--- config.mk ---
export PLATFORM = sky130hd
export DESIGN_NAME = ram_arbiter
export DESIGN_NICKNAME = d
export VERILOG_FILES = /design/src/rtl/ram_arb_pkg.sv /design/src/rtl/ram_arbiter_rr_pick2.sv /design/src/rtl/ram_arbiter.sv
export SDC_FILE = /design/constraint.sdc
export NUM_CORES = 1
export LEC_CHECK = 0
export CORE_MARGIN = 2
export CORE_UTILIZATION = 37
export CTS_CLUSTER_DIAMETER = 150
export DETAILED_ROUTE_END_ITERATION = 16
export GPL_TIMING_DRIVEN = 1
export PLACE_DENSITY = 0.81
export RECOVER_POWER = 100
export SLEW_MARGIN = 10
export SYNTH_ARGS = -nofsm -noshare
export SYNTH_HDL_FRONTEND = slang
export SYNTH_SLANG_ARGS = --single-unit
--- constraint.sdc ---
create_clock -name CLK -period 3.2 [get_ports CLK]
set_input_delay 0.64 -clock CLK [delete_from_list [all_inputs] [get_ports CLK]]
set_output_delay 0.64 -clock CLK [all_outputs]
set_load 0.01 [all_outputs]
--- src/rtl/ram_arb_pkg.sv ---
`default_nettype none
// ============================================================================
// Module   : ram_arb_pkg
// Purpose  : Shared types and constants for the two-requester RAM arbiter.
// Contents : NUM_REQ  - number of requesters (2)
//            req_id_t - requester id (1 bit)
//            RD / WR  - decoding of the per-requester WE input
// Revision : 1.0 - initial release
// ============================================================================
package ram_arb_pkg;

    localparam int NUM_REQ = 2;

    typedef logic req_id_t;

    localparam logic RD = 1'b0;
    localparam logic WR = 1'b1;

endpackage : ram_arb_pkg
`default_nettype wire

--- src/rtl/ram_arbiter_rr_pick2.sv ---
`default_nettype none
// ============================================================================
// Module   : rr_pick2
// Purpose  : Two-way round-robin picker owning its own priority flop.
//            A lone requester wins at once; on contention the priority holder
//            wins. After any grant the priority passes to the other requester.
// Ports    : clk_i   - clock, rising edge
//            rst_ni  - asynchronous active-low reset (also masks grants)
//            req_i   - request vector [1:0]
//            gnt_o   - one-hot grant vector (combinational)
//            win_o   - id of the granted requester (meaningful when |gnt_o)
// Revision : 1.0 - initial release
// ============================================================================
module rr_pick2
    import ram_arb_pkg::*;
(
    input  logic                 clk_i,
    input  logic                 rst_ni,
    input  logic [NUM_REQ-1:0]   req_i,
    output logic [NUM_REQ-1:0]   gnt_o,
    output req_id_t              win_o
);

    req_id_t              pri_q;
    req_id_t              pri_d;
    logic [NUM_REQ-1:0]   req_v;

    always_comb begin
        // Grants are suppressed for the whole time reset is asserted.
        req_v = req_i & {NUM_REQ{rst_ni}};
        gnt_o = '0;
        win_o = pri_q;
        pri_d = pri_q;
        case (req_v)
            2'b01:   win_o = 1'b0;
            2'b10:   win_o = 1'b1;
            2'b11:   win_o = pri_q;
            default: win_o = pri_q;
        endcase
        if (|req_v) begin
            gnt_o[win_o] = 1'b1;
            pri_d        = ~win_o;
        end
    end

    always_ff @(posedge clk_i or negedge rst_ni) begin
        if (!rst_ni) begin
            pri_q <= 1'b0;
        end else begin
            pri_q <= pri_d;
        end
    end

endmodule : rr_pick2
`default_nettype wire

--- src/rtl/ram_arbiter.sv ---
`default_nettype none
// ============================================================================
// Module   : ram_arbiter
// Purpose  : Arbitrates two requesters onto a simple dual-port RAM (one write
//            port, one registered read port). One write and one read may be
//            granted per cycle, each port with its own round-robin priority.
//            Read data (1-cycle latency) is steered back to the issuer.
// Ports    : CLK, RST_N                 - clock / async active-low reset
//            REQn, WEn, ADRn, WDATn     - requester n command (held until GNTn)
//            GNTn                       - combinational command accept
//            RVALIDn, RDATn             - read return (RDATn = 0 when !RVALIDn)
//            RAM_WEN/WADR/WDAT/RADR     - RAM command bus
//            RAM_RDAT                   - RAM registered read data
// Config   : RAM_ARB_WR_BYPASS_EN - when defined, a same-cycle same-address
//            granted write/read returns the newly written data.
// Revision : 1.0 - initial release
// ============================================================================
module ram_arbiter
    import ram_arb_pkg::*;
#(
    parameter int data_width = 8,
    parameter int adr_width  = 8
) (
    input  logic                  CLK,
    input  logic                  RST_N,
    input  logic                  REQ0,
    input  logic                  REQ1,
    input  logic                  WE0,
    input  logic                  WE1,
    input  logic [adr_width-1:0]  ADR0,
    input  logic [adr_width-1:0]  ADR1,
    input  logic [data_width-1:0] WDAT0,
    input  logic [data_width-1:0] WDAT1,
    output logic                  GNT0,
    output logic                  GNT1,
    output logic                  RVALID0,
    output logic                  RVALID1,
    output logic [data_width-1:0] RDAT0,
    output logic [data_width-1:0] RDAT1,
    output logic                  RAM_WEN,
    output logic [adr_width-1:0]  RAM_WADR,
    output logic [data_width-1:0] RAM_WDAT,
    output logic [adr_width-1:0]  RAM_RADR,
    input  logic [data_width-1:0] RAM_RDAT
);

    logic [NUM_REQ-1:0]    wreq, rreq, wgnt, rgnt;
    req_id_t               wwin, rwin;
    logic                  rgrant;
    logic [adr_width-1:0]  wadr_q, wadr_d, radr_q, radr_d;
    logic [data_width-1:0] wdat_q, wdat_d;
    logic                  rpend_q, rpend_d;
    req_id_t               rsel_q, rsel_d;
    logic [data_width-1:0] rdata;

    assign wreq = {REQ1 & (WE1 == WR), REQ0 & (WE0 == WR)};
    assign rreq = {REQ1 & (WE1 == RD), REQ0 & (WE0 == RD)};

    rr_pick2 u_wr_pick (
        .clk_i  (CLK),
        .rst_ni (RST_N),
        .req_i  (wreq),
        .gnt_o  (wgnt),
        .win_o  (wwin)
    );

    rr_pick2 u_rd_pick (
        .clk_i  (CLK),
        .rst_ni (RST_N),
        .req_i  (rreq),
        .gnt_o  (rgnt),
        .win_o  (rwin)
    );

    // A requester is either a write or a read contender, never both.
    assign GNT0    = wgnt[0] | rgnt[0];
    assign GNT1    = wgnt[1] | rgnt[1];
    assign RAM_WEN = |wgnt;
    assign rgrant  = |rgnt;

    // Bus fields follow the winner; when idle they replay the last value so
    // the RAM never sees X.
    always_comb begin
        wadr_d = wadr_q;
        wdat_d = wdat_q;
        radr_d = radr_q;
        if (RAM_WEN) begin
            wadr_d = wwin ? ADR1  : ADR0;
            wdat_d = wwin ? WDAT1 : WDAT0;
        end
        if (rgrant) begin
            radr_d = rwin ? ADR1 : ADR0;
        end
    end

    assign RAM_WADR = wadr_d;
    assign RAM_WDAT = wdat_d;
    assign RAM_RADR = radr_d;

    assign rpend_d = rgrant;
    assign rsel_d  = rgrant ? rwin : rsel_q;

    always_ff @(posedge CLK or negedge RST_N) begin
        if (!RST_N) begin
            wadr_q  <= '0;
            wdat_q  <= '0;
            radr_q  <= '0;
            rpend_q <= 1'b0;
            rsel_q  <= 1'b0;
        end else begin
            wadr_q  <= wadr_d;
            wdat_q  <= wdat_d;
            radr_q  <= radr_d;
            rpend_q <= rpend_d;
            rsel_q  <= rsel_d;
        end
    end

`ifdef RAM_ARB_WR_BYPASS_EN
    logic                  byp_q, byp_d;
    logic [data_width-1:0] bypdat_q;

    // The RAM returns old contents on a same-address collision, so capture
    // the write data and substitute it on the following cycle.
    assign byp_d = RAM_WEN & rgrant & (wadr_d == radr_d);

    always_ff @(posedge CLK or negedge RST_N) begin
        if (!RST_N) begin
            byp_q    <= 1'b0;
            bypdat_q <= '0;
        end else begin
            byp_q    <= byp_d;
            bypdat_q <= wdat_d;
        end
    end

    assign rdata = byp_q ? bypdat_q : RAM_RDAT;
`else
    assign rdata = RAM_RDAT;
`endif

    assign RVALID0 = rpend_q & (rsel_q == 1'b0);
    assign RVALID1 = rpend_q & (rsel_q == 1'b1);
    assign RDAT0   = RVALID0 ? rdata : '0;
    assign RDAT1   = RVALID1 ? rdata : '0;

endmodule : ram_arbiter
`default_nettype wire

---- After elaboration in Yosys (flattened, before gate mapping) ----
Cells that the tools add are included.
storage, ports and cells
  input bits .............................. 46
  word-level logic and storage cells ...... 52
  register bits ........................... 28
  output and inout bits ................... 45
cells by class
  reduce and logical (&&, ||, !) cells .... 6
  bitwise logic cells ..................... 15
  eq/ne operators ......................... 4
  multiplexer cells ....................... 16
  order comparisons ....................... 4
operator list
  operator            count
  $mux 8              8
  $reduce_or 2->1     4
  $and 1x1->1         6
  $not 1->1           5
  $and 2x2->2         2
  $eq 2x1->1 const B  2
  $eq 2x2->1 const B  2
  $lt 1x2->1 const B  2
  $mux 2              2
  $pmux 1 s2          2
  $demux 1 s1         2
  $ge 1x1->1 const B  2
  $logic_and 1x1->1   2
  $mux 1              2
  $or 1x1->1          2

---- Logic depth before layout (Yosys ltp) ----
  depth after elaboration ................. 12
  depth in mapped cells ................... 8

---- Modules after synthesis ----
From an unflattened synthesis, not the netlist that was laid out.
unflattened totals
  cells, all modules ...................... 173
  area, all modules ....................... 1,636.6 um^2
modules (own cells, without submodules)
  module                times used  seq. area each (um^2)  area an instance (um^2)  cells an instance
  ram_arbiter           1           650.6                  1,425.1                  148
  rr_pick2 (u_wr_pick)  1           25.0                   106.4                    13
  rr_pick2 (u_rd_pick)  1           25.0                   105.1                    12

---- Worst setup path after synthesis ----
Ideal clock, no wire load.
  path type ............................... input-to-output
  from .................................... in RST_N
  to ...................................... out RAM_RADR[0]
  data arrival time ....................... 2.139 ns
  setup slack ............................. 0.421 ns
  buffers on the path ..................... 0
  cell stages on the path ................. 6
  cell sequence ........................... nand2_1 -> or2_2 -> ha_1 -> mux2i_4 -> mux2i_1 -> o21ai_0
between the ends
  word-level cells in the longest chain between the ends .. 10
  elaborated cells between the ends (all ways) .. 14
  classes of those cells .................. order compare (2); eq/ne (2); mux (6); bitwise (1); reduce/logical (3)
RTL lines
  element                                                         RTL line                    source
  start, declared                                                 ram_arbiter.sv:25           input logic RST_N,
  $and 2x2->2 *                                                   ram_arbiter_rr_pick2.sv:30  req_v = req_i & {NUM_REQ{rst_ni}};
  $eq 2x2->1 or $eq 2x1->1 (tied branches)                        ram_arbiter_rr_pick2.sv:34  case (req_v)
  $pmux 1 s2                                                      ram_arbiter_rr_pick2.sv:34
  $lt 1x2->1 (not written as such) or $ge 1x1->1 (tied branches)  ram_arbiter_rr_pick2.sv:41  gnt_o[win_o] = 1'b1;
  $logic_and 1x1->1 (not written as such)                         ram_arbiter_rr_pick2.sv:41
  $mux 1 (not written as such)                                    ram_arbiter_rr_pick2.sv:41
  $demux 1 s1                                                     n/a
  $mux 2                                                          ram_arbiter_rr_pick2.sv:40  if (|req_v) begin
  $reduce_or 2->1                                                 ram_arbiter.sv:79           assign rgrant = |rgnt;
  $mux 8 *                                                        ram_arbiter.sv:91           if (rgrant) begin
  end, declared                                                   ram_arbiter.sv:43           output logic [adr_width-1:0] RAM_RADR,
Every way passes the cells marked *; elsewhere a longest branch is shown, timed or not.

---- Worst setup path after layout ----
  from .................................... in RST_N
  to ...................................... out RAM_WADR[7]
between the ends
  word-level cells in the longest chain between the ends .. 10
  elaborated cells between the ends (all ways) .. 14
  classes of those cells .................. order compare (2); eq/ne (2); mux (6); bitwise (1); reduce/logical (3)
RTL lines
  element                                                         RTL line                    source
  $and 2x2->2 *                                                   ram_arbiter_rr_pick2.sv:30
  $eq 2x2->1 or $eq 2x1->1 (tied branches)                        ram_arbiter_rr_pick2.sv:34
  $pmux 1 s2                                                      ram_arbiter_rr_pick2.sv:34
  $lt 1x2->1 (not written as such) or $ge 1x1->1 (tied branches)  ram_arbiter_rr_pick2.sv:41
  $logic_and 1x1->1 (not written as such)                         ram_arbiter_rr_pick2.sv:41
  $mux 1 (not written as such)                                    ram_arbiter_rr_pick2.sv:41
  $demux 1 s1                                                     n/a
  $mux 2                                                          ram_arbiter_rr_pick2.sv:40
  $reduce_or 2->1                                                 ram_arbiter.sv:78           assign RAM_WEN = |wgnt;
  $mux 8 *                                                        ram_arbiter.sv:87           if (RAM_WEN) begin
  end, declared                                                   ram_arbiter.sv:41           output logic [adr_width-1:0] RAM_WADR,
Marked as above.

==> results.sh <==
export IMPL_cts_made_buffers=3
export IMPL_grt_use_met3_pct=6.08
export IMPL_share_clk_of_total_power_pct=21.9
export IMPL_grt_met2_usage_pct=37.6
export IMPL_power_total_uw=1290
export IMPL_remaining_drc_errors=0
export IMPL_groute_usage_overall_pct=21.4
export IMPL_final_area_mm2=0.00254
export IMPL_port_buffers=90
export IMPL_flops_latches_synth=28
export IMPL_report_final_hold_viol_count=0
export IMPL_root_buffer="clkbuf_8"
export IMPL_post_dp_hpwl_um=3470
export IMPL_syn_area_mm2=0.00145
export IMPL_core_mm2=0.00372
export IMPL_max_cap_violations=0
export IMPL_layout_area_seq_um2=701
export IMPL_die_height_um=66.7
export IMPL_switching_share_pct=30.5
export IMPL_h_tree_depth=1
export IMPL_leakage_uw=0.00125
export IMPL_yosysSeqAreaShare_pct=48.2
export IMPL_numClockSinks=28
export IMPL_pin_count_of_the_biggest_net_entering_global_routing=18
export IMPL_antenna_violations_before_repair=0
export IMPL_route_detailed_wl_per_inst_um=15.0
export IMPL_worst_ep_required_time_ns=2.56
export IMPL_setup_viol=0
export IMPL_vias_per_cell=5.09
export IMPL_relSlewSlack_pct=39.7
export IMPL_finish_net_count=296
export IMPL_finish_cell_count_without_fillers=293
export IMPL_placementRows=22
export IMPL_cts_root_to_sink_buffers=2
export IMPL_reg2reg_slack_ns=1.77
export IMPL_route_final_wire_length_um=4390
export IMPL_worst_clock_skew_ns=0.00189
export IMPL_layout_filler_cells=326
export IMPL_hold_path_class="primary input to asynchronous set/reset pin"
export IMPL_via_count_of_the_first_global_routing_pass=1541
export IMPL_result_of_the_run="finished, final reports clean"
export IMPL_ir_worst_vdd_v=0.000302
export IMPL_last_weighted_congestion_value_of_the_routability_driven_placer=0.742
export IMPL_criticalPathCategory="primary input to output pin"
export IMPL_global_route_peak_usage_layer="met2"
export IMPL_worst_slew_pin_slew_ns=0.904
export IMPL_fmax_ghz=0.323
export IMPL_power_net_switching_uw=394
export IMPL_drtIter0Drc=43
export IMPL_timing_final_crit_share_pct=96.8
export IMPL_path_clk_slew_ns=0.10
export IMPL_holdBufCountCts=0
export IMPL_final_antenna_net_count=0
export IMPL_worstRegToRegCells=5
export IMPL_yosys_warnings=0
export IMPL_power_per_standard_cell_area_mw_per_mm2=509
export IMPL_grt_setup_unrepaired="false"
export IMPL_post_synthesis_average_cell_area_um2=10.7
export IMPL_use_met1_pct=23.3
export IMPL_cts_tree="done"
export IMPL_placedCellCount=287
export IMPL_clk_insertion_delay_late_ns=0.28
export IMPL_drtPass1Iterations=4
export IMPL_multi_input_comb_area_um2=723
export IMPL_power_frac_comb_pct=41.4
export IMPL_die_w_um=66.7
export IMPL_vias=1492
export IMPL_crit_chain="clkdlybuf4s15_1 > buf_6 > nand3_2 > ha_4 > mux2i_2 > and2_0 > buf_4 > a221o_1 > clkdlybuf4s15_2"
export IMPL_die_area_mm2=0.00444
export IMPL_crit_path_end_kind="output pin"
export IMPL_syn_num_nets=186
export IMPL_final_antenna_diode_count=0
export IMPL_netlist_instances=136
export IMPL_ios=91
export IMPL_worst_r2r_endpoint="wadr_q[3]"
export IMPL_syn2layout_area_growth_pct=75.0
export IMPL_timing_max_transition_violations_final=0
export IMPL_rr_startpoint="u_wr_pick.pri_q"
export IMPL_initial_utilization_pct=39.1
export IMPL_crit_path_start_kind="primary input"
export IMPL_grt_overflow_total=0
export IMPL_cell_internal_pwr_uw=900
export IMPL_crit_path_max_incr_delay_ns=0.36
export IMPL_critPathSlowestCell="a221o_1"
export IMPL_netlist_cell_type_count=21
export IMPL_worstPathMaxFanout=8
export IMPL_post_route_cells_drive_above_1_share_pct=20.0
export IMPL_placedInstanceArea_mm2=0.00254
export IMPL_critPathArrivalTime_ns=2.46
export IMPL_post_route_min_period_ns=3.10
export IMPL_seq_power_share_pct=36.7
export IMPL_grt_pass1_wl_um=6960
==> synthesized netlist by cell type <==
cell      instances  area share (%)
buf_2             1            0.34
a21oi_1           2            0.69
and3_1            8             3.4
a221o_1          16              11
mux2i_4           1             1.6
and2_1           27              12
o21ai_0           8             2.8
clkbuf_1          6             1.6
nand2_1           9             2.3
a21o_1            1            0.52
ha_1              4             3.4
buf_6             2             1.6
o22ai_1           1            0.43
nand3_1           2            0.69
nor2_1            1            0.26
dfrtp_1          28              48
mux2i_1           9             6.2
or2_2             2            0.86
inv_1             6             1.6
nand3b_1          1            0.52
nor2b_1           1            0.43
==> final cells by class <==
| class | count | share of cell area [%] |
|---|---|---|
| clock inverters | 1 | 1.18 |
| multi-input cells | 93 | 28.4 |
| well taps | 48 | 2.36 |
| inverters | 6 | 0.886 |
| flip-flops and latches | 28 | 27.6 |
| repair buffers | 114 | 37.9 |
| clock buffers | 3 | 1.62 |
==> worst max-delay path by stage <==
stage	depth (start not counted)	start	slack, ns	endpoint
finish	9	RST_N	0.10	RAM_WADR[7]
global route	9	RST_N	0.01	RAM_RADR[6]
CTS	8	REQ0	-0.001	RAM_WADR[7]
detailed placement	9	RST_N	-0.63	RAM_RADR[6]
global placement	9	REQ1	-0.60	RAM_RADR[6]
floorplan	6	RST_N	0.42	RAM_RADR[0]
==> cell usage in the layout (no fill, tap or decap), types with 8 or more instances in the layout <==
cell type	instances
nand2_1	9
and3_1	8
and2_1	20
dlygate4sd3_1	14
dfrtp_1	28
clkbuf_1	12
mux2i_1	8
buf_4	14
a221o_1	16
clkdlybuf4s50_1	45
==> power by group through the flow <==
| stage | sequential (uW) | clock [uW] | combinational [uW] |
|---|---|---|---|
| after global routing | 484 | 298 | 586 |
| final | 475 | 283 | 536 |
| after CTS | 474 | 287 | 558 |
| after detailed placement | 481 | 0 | 611 |
| after global placement | 476 | 0 | 604 |
| after floorplan | 467 | 0 | 268 |
==> flip-flops by register name (all words and copies together) (netlist names) <==
register and flops:
u_wr_pick.pri_q 1, rsel_q 1, wdat_q 8, wadr_q 8, u_rd_pick.pri_q 1, rpend_q 1, radr_q 8
==> critical path, delay by kind of cell <==
| kind | cells | cell delay (ns) |
|---|---|---|
| compound gates | 1 | 0.36 |
| fa+ha+maj | 1 | 0.26 |
| mux | 1 | 0.16 |
| simple gates | 2 | 0.27 |
| buf+inv | 4 | 0.77 |
==> timing repair <==
item | CTS | global route
pin swaps | 6 | 3
endpoints found under the setup margin | 26 | 25
resized for setup | 119 | 4
gates cloned | 0 | 0
setup buffers | 2 | 0
==> per-layer routing <==
metal  vias up  part of all wire, %
li1        703                    -
met4         0                  3.0
met3        14                  9.1
met2        77                   51
met1       698                   37
met5         -                    0
==> cell families (layout without fill, tap and decap cells) <==
group           Yosys count  in the layout  synth area share [%]
buf+inv                  15            124                  5.00
flops                    28             28                  48.2
compound gates           28             28                  15.4
fa+ha+maj                 4              4                  3.45
simple gates             51             51                  20.2
mux                      10             10                  7.75
==> per-stage QoR <==
| step | utilization, % | setup slack, ns | TNS [ns] | hold WS [ns] |
|---|---|---|---|---|
| 5_1_grt | 68.4 | 0.0105 | 0 | 0.416 |
| 4_1_cts | 68.8 | -0.00107 | -0.00107 | 0.429 |
| 3_5_place_dp | 68.4 | -0.628 | -13.89 | 0.488 |
| 2_1_floorplan | - | 0.421 | 0 | 0.344 |
| 3_3_place_gp | 68.4 | -0.602 | -12.87 | 0.478 |
| 6_report | 68.4 | 0.104 | 0 | 0.391 |
No activity file was read; power rests on OpenSTA's default activity.
